--- src/rtl/multicycle_controller.sv ---
// ---------------------------------------------------------------------------
// multicycle_controller
//
// Main control FSM for the multicycle RV32I core. It steps each instruction
// through fetch, decode and its execute/memory/writeback phases. Along the way
// it drives the enables and mux selects that share one ALU and one unified
// memory across all phases of an instruction.
//
// Ports
//   i_clk         clock, all state changes on the rising edge
//   i_rst         synchronous active-high reset
//   i_opcode      IR[6:0]
//   i_funct3      IR[14:12]
//   i_funct7b5    IR[30]
//   i_zero        ALU zero flag for the current cycle
//   i_memReady    memory access completes this cycle
//   o_pcWrite     PC register enable
//   o_adrSrc      memory address select (0 = PC, 1 = Result)
//   o_memWrite    memory write strobe
//   o_irWrite     IR / OldPC enable
//   o_resultSrc   00 = ALUOut, 01 = Data, 10 = ALUResult
//   o_aluSrcA     00 = PC, 01 = OldPC, 10 = RD1
//   o_aluSrcB     00 = RD2, 01 = ImmExt, 10 = constant 4
//   o_immSrc      00 = I, 01 = S, 10 = B, 11 = J
//   o_regWrite    register-file write enable
//   o_aluControl  ALU operation (ADD 0000, SUB 1000, AND 0111, OR 0110, XOR 0100)
//   o_retire      one-cycle pulse in the last cycle of a completed instruction
//   o_illegal     sticky flag, set on an unsupported instruction until reset
// ---------------------------------------------------------------------------
module multicycle_controller (
    input  logic       i_clk,
    input  logic       i_rst,
    input  logic [6:0] i_opcode,
    input  logic [2:0] i_funct3,
    input  logic       i_funct7b5,
    input  logic       i_zero,
    input  logic       i_memReady,
    output logic       o_pcWrite,
    output logic       o_adrSrc,
    output logic       o_memWrite,
    output logic       o_irWrite,
    output logic [1:0] o_resultSrc,
    output logic [1:0] o_aluSrcA,
    output logic [1:0] o_aluSrcB,
    output logic [1:0] o_immSrc,
    output logic       o_regWrite,
    output logic [3:0] o_aluControl,
    output logic       o_retire,
    output logic       o_illegal
);

    // Opcode and ALU-op encodings, matching pa_riscv
    localparam logic [6:0] OP_LW  = 7'b0000011;
    localparam logic [6:0] OP_SW  = 7'b0100011;
    localparam logic [6:0] OP_R   = 7'b0110011;
    localparam logic [6:0] OP_I   = 7'b0010011;
    localparam logic [6:0] OP_B   = 7'b1100011;
    localparam logic [6:0] OP_JAL = 7'b1101111;

    localparam logic [3:0] ALU_ADD = 4'b0000;
    localparam logic [3:0] ALU_SUB = 4'b1000;

    typedef enum logic [3:0] {
        S_FETCH,
        S_DECODE,
        S_MEM_ADR,
        S_MEM_READ,
        S_MEM_WB,
        S_MEM_WRITE,
        S_EXECUTE_R,
        S_EXECUTE_I,
        S_JAL,
        S_ALU_WB,
        S_BRANCH,
        S_ILLEGAL
    } stateT;

    stateT state_q, state_d;
    logic  illegal_q;
    logic  rLegal;
    logic  iLegal;

    // Only ADD/SUB/AND/OR/XOR are implemented. R-type uses funct7b5 to tell
    // SUB from ADD. I-type ignores it, so SUB is never reachable from an
    // immediate.
    always_comb begin
        rLegal = 1'b0;
        iLegal = 1'b0;
        case ({i_funct7b5, i_funct3})
            4'b0000, 4'b1000, 4'b0111, 4'b0110, 4'b0100: rLegal = 1'b1;
            default:                                     rLegal = 1'b0;
        endcase
        case (i_funct3)
            3'b000, 3'b111, 3'b110, 3'b100: iLegal = 1'b1;
            default:                        iLegal = 1'b0;
        endcase
    end

    // Output and next-state decode. The defaults are the FETCH mux settings
    // with every enable low. Each state overrides only what it needs.
    // Reset overrides everything last, so an instruction cut off by reset
    // performs no write.
    always_comb begin
        state_d      = state_q;
        o_pcWrite    = 1'b0;
        o_adrSrc     = 1'b0;
        o_memWrite   = 1'b0;
        o_irWrite    = 1'b0;
        o_resultSrc  = 2'b10;
        o_aluSrcA    = 2'b00;
        o_aluSrcB    = 2'b10;
        o_immSrc     = 2'b00;
        o_regWrite   = 1'b0;
        o_aluControl = ALU_ADD;
        o_retire     = 1'b0;

        case (state_q)
            S_FETCH: begin
                if (i_memReady) begin
                    o_irWrite = 1'b1;
                    o_pcWrite = 1'b1;
                    state_d   = S_DECODE;
                end
            end
            S_DECODE: begin
                // The ALU is idle here, so it precomputes the branch target into ALUOut
                o_aluSrcA = 2'b01;
                o_aluSrcB = 2'b01;
                o_immSrc  = 2'b10;
                case (i_opcode)
                    OP_LW, OP_SW: state_d = S_MEM_ADR;
                    OP_R:         state_d = S_EXECUTE_R;
                    OP_I:         state_d = S_EXECUTE_I;
                    OP_B:         state_d = S_BRANCH;
                    OP_JAL:       state_d = S_JAL;
                    default:      state_d = S_ILLEGAL;
                endcase
            end
            S_MEM_ADR: begin
                o_aluSrcA = 2'b10;
                o_aluSrcB = 2'b01;
                o_immSrc  = (i_opcode == OP_SW) ? 2'b01 : 2'b00;
                state_d   = (i_opcode == OP_SW) ? S_MEM_WRITE : S_MEM_READ;
            end
            S_MEM_READ: begin
                o_adrSrc    = 1'b1;
                o_resultSrc = 2'b00;
                if (i_memReady) begin
                    state_d = S_MEM_WB;
                end
            end
            S_MEM_WB: begin
                o_resultSrc = 2'b01;
                o_regWrite  = 1'b1;
                o_retire    = 1'b1;
                state_d     = S_FETCH;
            end
            S_MEM_WRITE: begin
                // The strobe stays high through every wait cycle and the ready cycle
                o_adrSrc    = 1'b1;
                o_resultSrc = 2'b00;
                o_memWrite  = 1'b1;
                if (i_memReady) begin
                    o_retire = 1'b1;
                    state_d  = S_FETCH;
                end
            end
            S_EXECUTE_R: begin
                o_aluSrcA    = 2'b10;
                o_aluSrcB    = 2'b00;
                o_aluControl = {i_funct7b5, i_funct3};
                state_d      = rLegal ? S_ALU_WB : S_ILLEGAL;
            end
            S_EXECUTE_I: begin
                o_aluSrcA    = 2'b10;
                o_aluSrcB    = 2'b01;
                o_aluControl = {1'b0, i_funct3};
                state_d      = iLegal ? S_ALU_WB : S_ILLEGAL;
            end
            S_JAL: begin
                // PC takes the target held in ALUOut while the ALU forms OldPC+4 as the link
                o_aluSrcA   = 2'b01;
                o_aluSrcB   = 2'b10;
                o_resultSrc = 2'b00;
                o_pcWrite   = 1'b1;
                state_d     = S_ALU_WB;
            end
            S_ALU_WB: begin
                o_resultSrc = 2'b00;
                o_regWrite  = 1'b1;
                o_retire    = 1'b1;
                state_d     = S_FETCH;
            end
            S_BRANCH: begin
                o_aluSrcA    = 2'b10;
                o_aluSrcB    = 2'b00;
                o_aluControl = ALU_SUB;
                o_resultSrc  = 2'b00;
                case (i_funct3)
                    3'b000: begin
                        o_pcWrite = i_zero;
                        o_retire  = 1'b1;
                        state_d   = S_FETCH;
                    end
                    3'b001: begin
                        o_pcWrite = ~i_zero;
                        o_retire  = 1'b1;
                        state_d   = S_FETCH;
                    end
                    default: state_d = S_ILLEGAL;
                endcase
            end
            S_ILLEGAL: begin
                state_d = S_ILLEGAL;
            end
            default: begin
                state_d = S_FETCH;
            end
        endcase

        if (i_rst) begin
            state_d      = S_FETCH;
            o_pcWrite    = 1'b0;
            o_adrSrc     = 1'b0;
            o_memWrite   = 1'b0;
            o_irWrite    = 1'b0;
            o_resultSrc  = 2'b10;
            o_aluSrcA    = 2'b00;
            o_aluSrcB    = 2'b10;
            o_immSrc     = 2'b00;
            o_regWrite   = 1'b0;
            o_aluControl = ALU_ADD;
            o_retire     = 1'b0;
        end
    end

    // State register. The illegal flag is set on the edge that enters
    // ILLEGAL, so it is already visible in the first ILLEGAL cycle.
    always_ff @(posedge i_clk) begin
        if (i_rst) begin
            state_q   <= S_FETCH;
            illegal_q <= 1'b0;
        end else begin
            state_q <= state_d;
            if (state_d == S_ILLEGAL) begin
                illegal_q <= 1'b1;
            end
        end
    end

    assign o_illegal = illegal_q;

endmodule

--- config.mk ---
export PLATFORM = sky130hd
export DESIGN_NAME = multicycle_controller
export DESIGN_NICKNAME = d
export VERILOG_FILES = /design/src/rtl/multicycle_controller.sv
export SDC_FILE = /design/constraint.sdc
export NUM_CORES = 1
export LEC_CHECK = 0
export BUFFER_PORTS_ARGS = -buffer_cell sky130_fd_sc_hd__buf_2
export CORE_MARGIN = 5
export CORE_UTILIZATION = 46
export CTS_CLUSTER_SIZE = 14
export DETAILED_ROUTE_END_ITERATION = 8
export PLACE_DENSITY_LB_ADDON = 0.1
export SLEW_MARGIN = 20
export SYNTH_ARGS = -nofsm -noshare
export SYNTH_HDL_FRONTEND = slang
export SYNTH_SLANG_ARGS = --single-unit
--- constraint.sdc ---
create_clock -name i_clk -period 1.5 [get_ports i_clk]
set_input_delay 0.3 -clock i_clk [delete_from_list [all_inputs] [get_ports i_clk]]
set_output_delay 0.3 -clock i_clk [all_outputs]
set_load 0.02 [all_outputs]
==> summary.txt, run 1 <==
CTS
  • CTS Root Cell: clkbuf_4
  • Clock Sinks: 5
  • CTS buffer count: 3
  • H-tree depth: 1
  • Worst-case clock buffer depth: 2
  • Post_cts resized: 56
  • Hold-fix buffers, CTS: 0
  • Post-CTS Setup Inserts: 22

Synthesis
  • Commonest cells in the netlist: a21oi_1 (13), nor2_1 (10), nand2_1 (9), nand2b_1 (9), nor3_1 (7)
  • FFs w/ async S/R, synth: 0
  • Syn Nets: 131
  • Unique masters post-synth: 40
  • Post-synth EDFFs: 0
  • Synthesized instance count: 116
  • Synth warn: 0
  • Cell area after synthesis: 780.7 um2
  • Sequential fraction of the synthesis area: 0.1282
  • Most area-hungry cell type in the Yosys netlist: dfxtp_1
  • Largest cells by area after synthesis: dfxtp_1 (13%), a21oi_1 (8.3%), nand2b_1 (7.2%)
  • Count leader, synth: a21oi_1
  • Seq cells post-synth: 5
  • Syn_area_per_cell: 6.731 um2
  • Share of the synthesized area in the top cell type: 0.1282
  • Top_reg_cell synth: dfxtp_1

Floorplan
  • Die height: about 51 um
  • Row Count: 14
  • Chip Width: about 50 um
  • Initial Util: 0.5008
  • Top Ports: 34

Placement
  • Post-DP HPWL: 2134 um
  • IO buf count: 33
  • Pre-CTS setup slack: -151.0 ps
  • Gpl congestion: 0.8614

Outcome
  • Failed at: clock tree synthesis (4_1_cts)
  • Status: stopped before the end
  • First Error: [ERROR DPL-0038] Utilization greater than 100%, impossible to legalize
logic make-up after synthesis:
| family | synth area share |
|---|---|
| xor gates and xnor gates | 0.03366 |
| DFF | 0.1282 |
| buffers and inverters | 0.09775 |
| and+or+nand+nor | 0.4567 |
| AOI/OAI and AO/OA | 0.2837 |
metrics by stage:
stage                     setup TNS, ps  std cells  hold slack, ps  cell area, um2
after floorplan                  -252.7        116           498.0           884.6
after global placement           -835.8        185           458.1            1211
after detailed placement          -1457        185           460.1            1211
==> inputs of run 2 (changes only) <==
Settings changed: CORE_AREA from default to 5 5 66 68, CORE_MARGIN 5 to default, CORE_UTILIZATION 46 to default, CTS_CLUSTER_SIZE 14 to default, DIE_AREA from default to 0 0 71 73, PLACE_DENSITY_LB_ADDON 0.1 to 0.15.
==> run 2 against run 1 <==
  * The flow now finishes, with violations (setup timing)
  * Synthesized cell count did not move
  * Area after synthesis did not move
==> summary.txt, run 2 <==
Global routing
  • GRT overflow: 0
  • Vias in the first global route: 1,132
  • Global-route wire length before repair: roughly 5300 um
  • Largest net degree at the start of global routing: 13
  • Antenna violations before repair: 0
  • Global Route Usage Sum: 0.1236

Finish
  • Layout area overhead: 117.9%
  • Largest register FFs: 4
  • FILL cells: 400
  • Fin area: 1702 um2
  • Inserted Diodes: 0
  • Most frequent cells in the layout: buf_4 (44), buf_6 (18), buf_2 (15)
  • Leading cell type in the layout, fill and taps excluded: buf_4
  • FF/Latch Area: ~120 um2
  • Largest reg by FF count: state_q
  • Layout cells sized above 1: 0.6772
  • Multi-input logic area: 837.1 um2
  • Fin nets: about 210
  • Core Util, Final: 0.4480

Worst setup path
  • Critical Path RT: 1200 ps
  • Crit Path Max Fanout: 7
  • Worst path cell trace: nand2b_4 > nor4_4 > a31oi_2 > o21bai_4 > buf_6
  • CP max stage delay: 360 ps
  • CP Launch Type: flop
  • Crit Path Category: reg2out
  • Crit path DAT: roughly 1400 ps
  • Slowest-stage cell, CP: dfxtp_4
  • Crit. End Element: primary output

Drt
  • Total Wirelength: 3159 um
  • Via density: 4.732
  • Drt first pass iters: 4
  • DRT iter0 DRCs: 41
  • Post-detailed-route count of antenna-violating nets: 0
  • DRC viols: 0
  • Vias after detailed routing: 1,131
  • Avg WL per Cell: 13.22 um

Timing
  • Final WS setup: -206.0 ps
  • Clock skew: 2.251 ps
  • Final period utilization: 1.137
  • Relative slew slack: 0.7215
  • Max Transition Viols Final: 0
  • Unrepaired setup endpoints after global routing: true
  • Hold Vio Cnt, Final: 0
  • Setup tns final: -2304 ps
  • Fmax: 586.2 MHz
  • Post-route minimum period: 1706 ps
  • Worst slew pin tran: 407.2 ps
  • Final setup viols: 20

Floorplan
  • Row Count: 23
  • Initial Util: 0.2055
  • Die height: roughly 73 um
  • Top Ports: 34
  • Chip Width: ~71 um
  • Die area: ~5200 um2
  • Core Region: 3799 um2

Synthesis
  • Largest cells by area after synthesis: dfxtp_1 (13%), a21oi_1 (8.3%), nand2b_1 (7.2%)
  • Seq cells post-synth: 5
  • Syn Nets: 131
  • Commonest cells in the netlist: a21oi_1 (13), nor2_1 (10), nand2_1 (9), nand2b_1 (9), nor3_1 (7)
  • Unique masters post-synth: 40
  • Share of the synthesized area in the top cell type: 0.1282
  • Sequential fraction of the synthesis area: 0.1282
  • Most area-hungry cell type in the Yosys netlist: dfxtp_1
  • Synth warn: 0
  • FFs w/ async S/R, synth: 0
  • Post-synth EDFFs: 0
  • Synthesized instance count: around 120
  • Cell area after synthesis: 780.7 um2
  • Count leader, synth: a21oi_1
  • Top_reg_cell synth: dfxtp_1
  • Syn_area_per_cell: 6.731 um2

CTS
  • Worst-case clock buffer depth: 2
  • H-tree depth: 1
  • Clock Sinks: 5
  • Worst-Skew Late Latency: 220 ps
  • Clock transition at path regs: 40 ps
  • CTS Root Cell: clkbuf_8
  • CTS buffer count: 3
  • TritonCTS clock tree: done

Pwr
  • Leakage power: 0.7158 nW
  • Sequential Power Share: 0.123
  • Clock power share: 0.095
  • Worst VDD drop: between 0.9 and 1 mV
  • Sw Pwr: 1.140 mW
  • Sw Share: 0.4427
  • PD cells: 1513 nW/um2
  • P_int: 1.435 mW
  • Comb pwr share: 0.782

Placement
  • Post-DP Area: between 1000 and 1500 um2
  • Post-DP HPWL: 2418 um
  • Gpl congestion: between 0.7 and 0.8
  • IO buf count: 33

Hold path
  • Hold Crit Class: reg2reg

Flow run
  • Max_cap viols: 0

Outcome
  • Status: complete, but fails checks
  • Failing checks: setup timing
run 2: cell counts after synthesis:
No cell type changed its count.
run 2: power by group through the flow:
stage	clock network, mW	registers [mW]	logic (mW)
2_1_floorplan	0	0.223	1.05
3_3_place_gp	0	0.285	1.49
3_5_place_dp	0	0.288	1.50
4_1_cts	0.249	0.323	1.73
5_1_grt	0.263	0.331	2.18
6_report	0.244	0.316	2.01
run 2: kinds of logic after synthesis:
logic type | Yosys count | share of synthesized area
simple gates | 61 | 0.4567
flops | 5 | 0.1282
xor+xnor | 3 | 0.03366
buf+inv | 14 | 0.09775
compound gates | 33 | 0.2837
run 2: final cells by class:
cell class / instances / share of cell area
Multi-Input combinational cell: 97 / 0.4919
Timing Repair Buffer: 78 / 0.3662
Sequential cell: 5 / 0.06765
Tap cell: 50 / 0.03676
Clock buffer: 4 / 0.02647
Inverter: 5 / 0.01103
run 2: per-layer routing:
layer | GRT usage | up-vias | share of wire | routed length [um]
met4 | 0.01253 | 0 | 0 | 0
li1 | - | 575 | - | -
met5 | 0 | - | 0 | 0
met1 | 0.1566 | 533 | 0.44 | 1389
met2 | 0.2266 | 23 | 0.52 | 1633
met3 | 0.02066 | 0 | 0.043 | 136
run 2: per-stage QoR:
stage          power (mW)  setup slack, ps  hold slack (ps)  std cells
5_1_grt             2.770           -304.6            502.2        239
4_1_cts             2.298           -192.2            472.1        232
3_5_place_dp        1.785           -130.9            462.8        223
6_report            2.575           -206.0            466.0        239
2_1_floorplan       1.275           -118.1            498.0        116
3_3_place_gp        1.773           -94.43            458.4        223
run 2: repair_timing:
item                       in CTS  in global routing
setup endpoints to repair      21                 22
setup buffers                   5                  7
gates resized for setup        46                 32
pin swaps                       3                 15
hold buffers                    0                  0
run 2: final timing paths:
path,start,endpoint,slack (ps),cells after the start
worst min register to register,o_illegal,o_illegal,470,2
worst max-delay path,state_q[0],o_retire,-210,5
worst max register to register,state_q[2],o_illegal,-90,7
worst min-delay path,o_illegal,o_illegal,470,2
run 2: worst max-delay path: cells and delay by family, from the launching register on:
family / cells / cell delay [ps]
buf+inv: 1 / 130
flops: 1 / 360
simple gates: 2 / 490
compound gates: 2 / 210
Note: power is estimated with default switching activity, not from simulation.
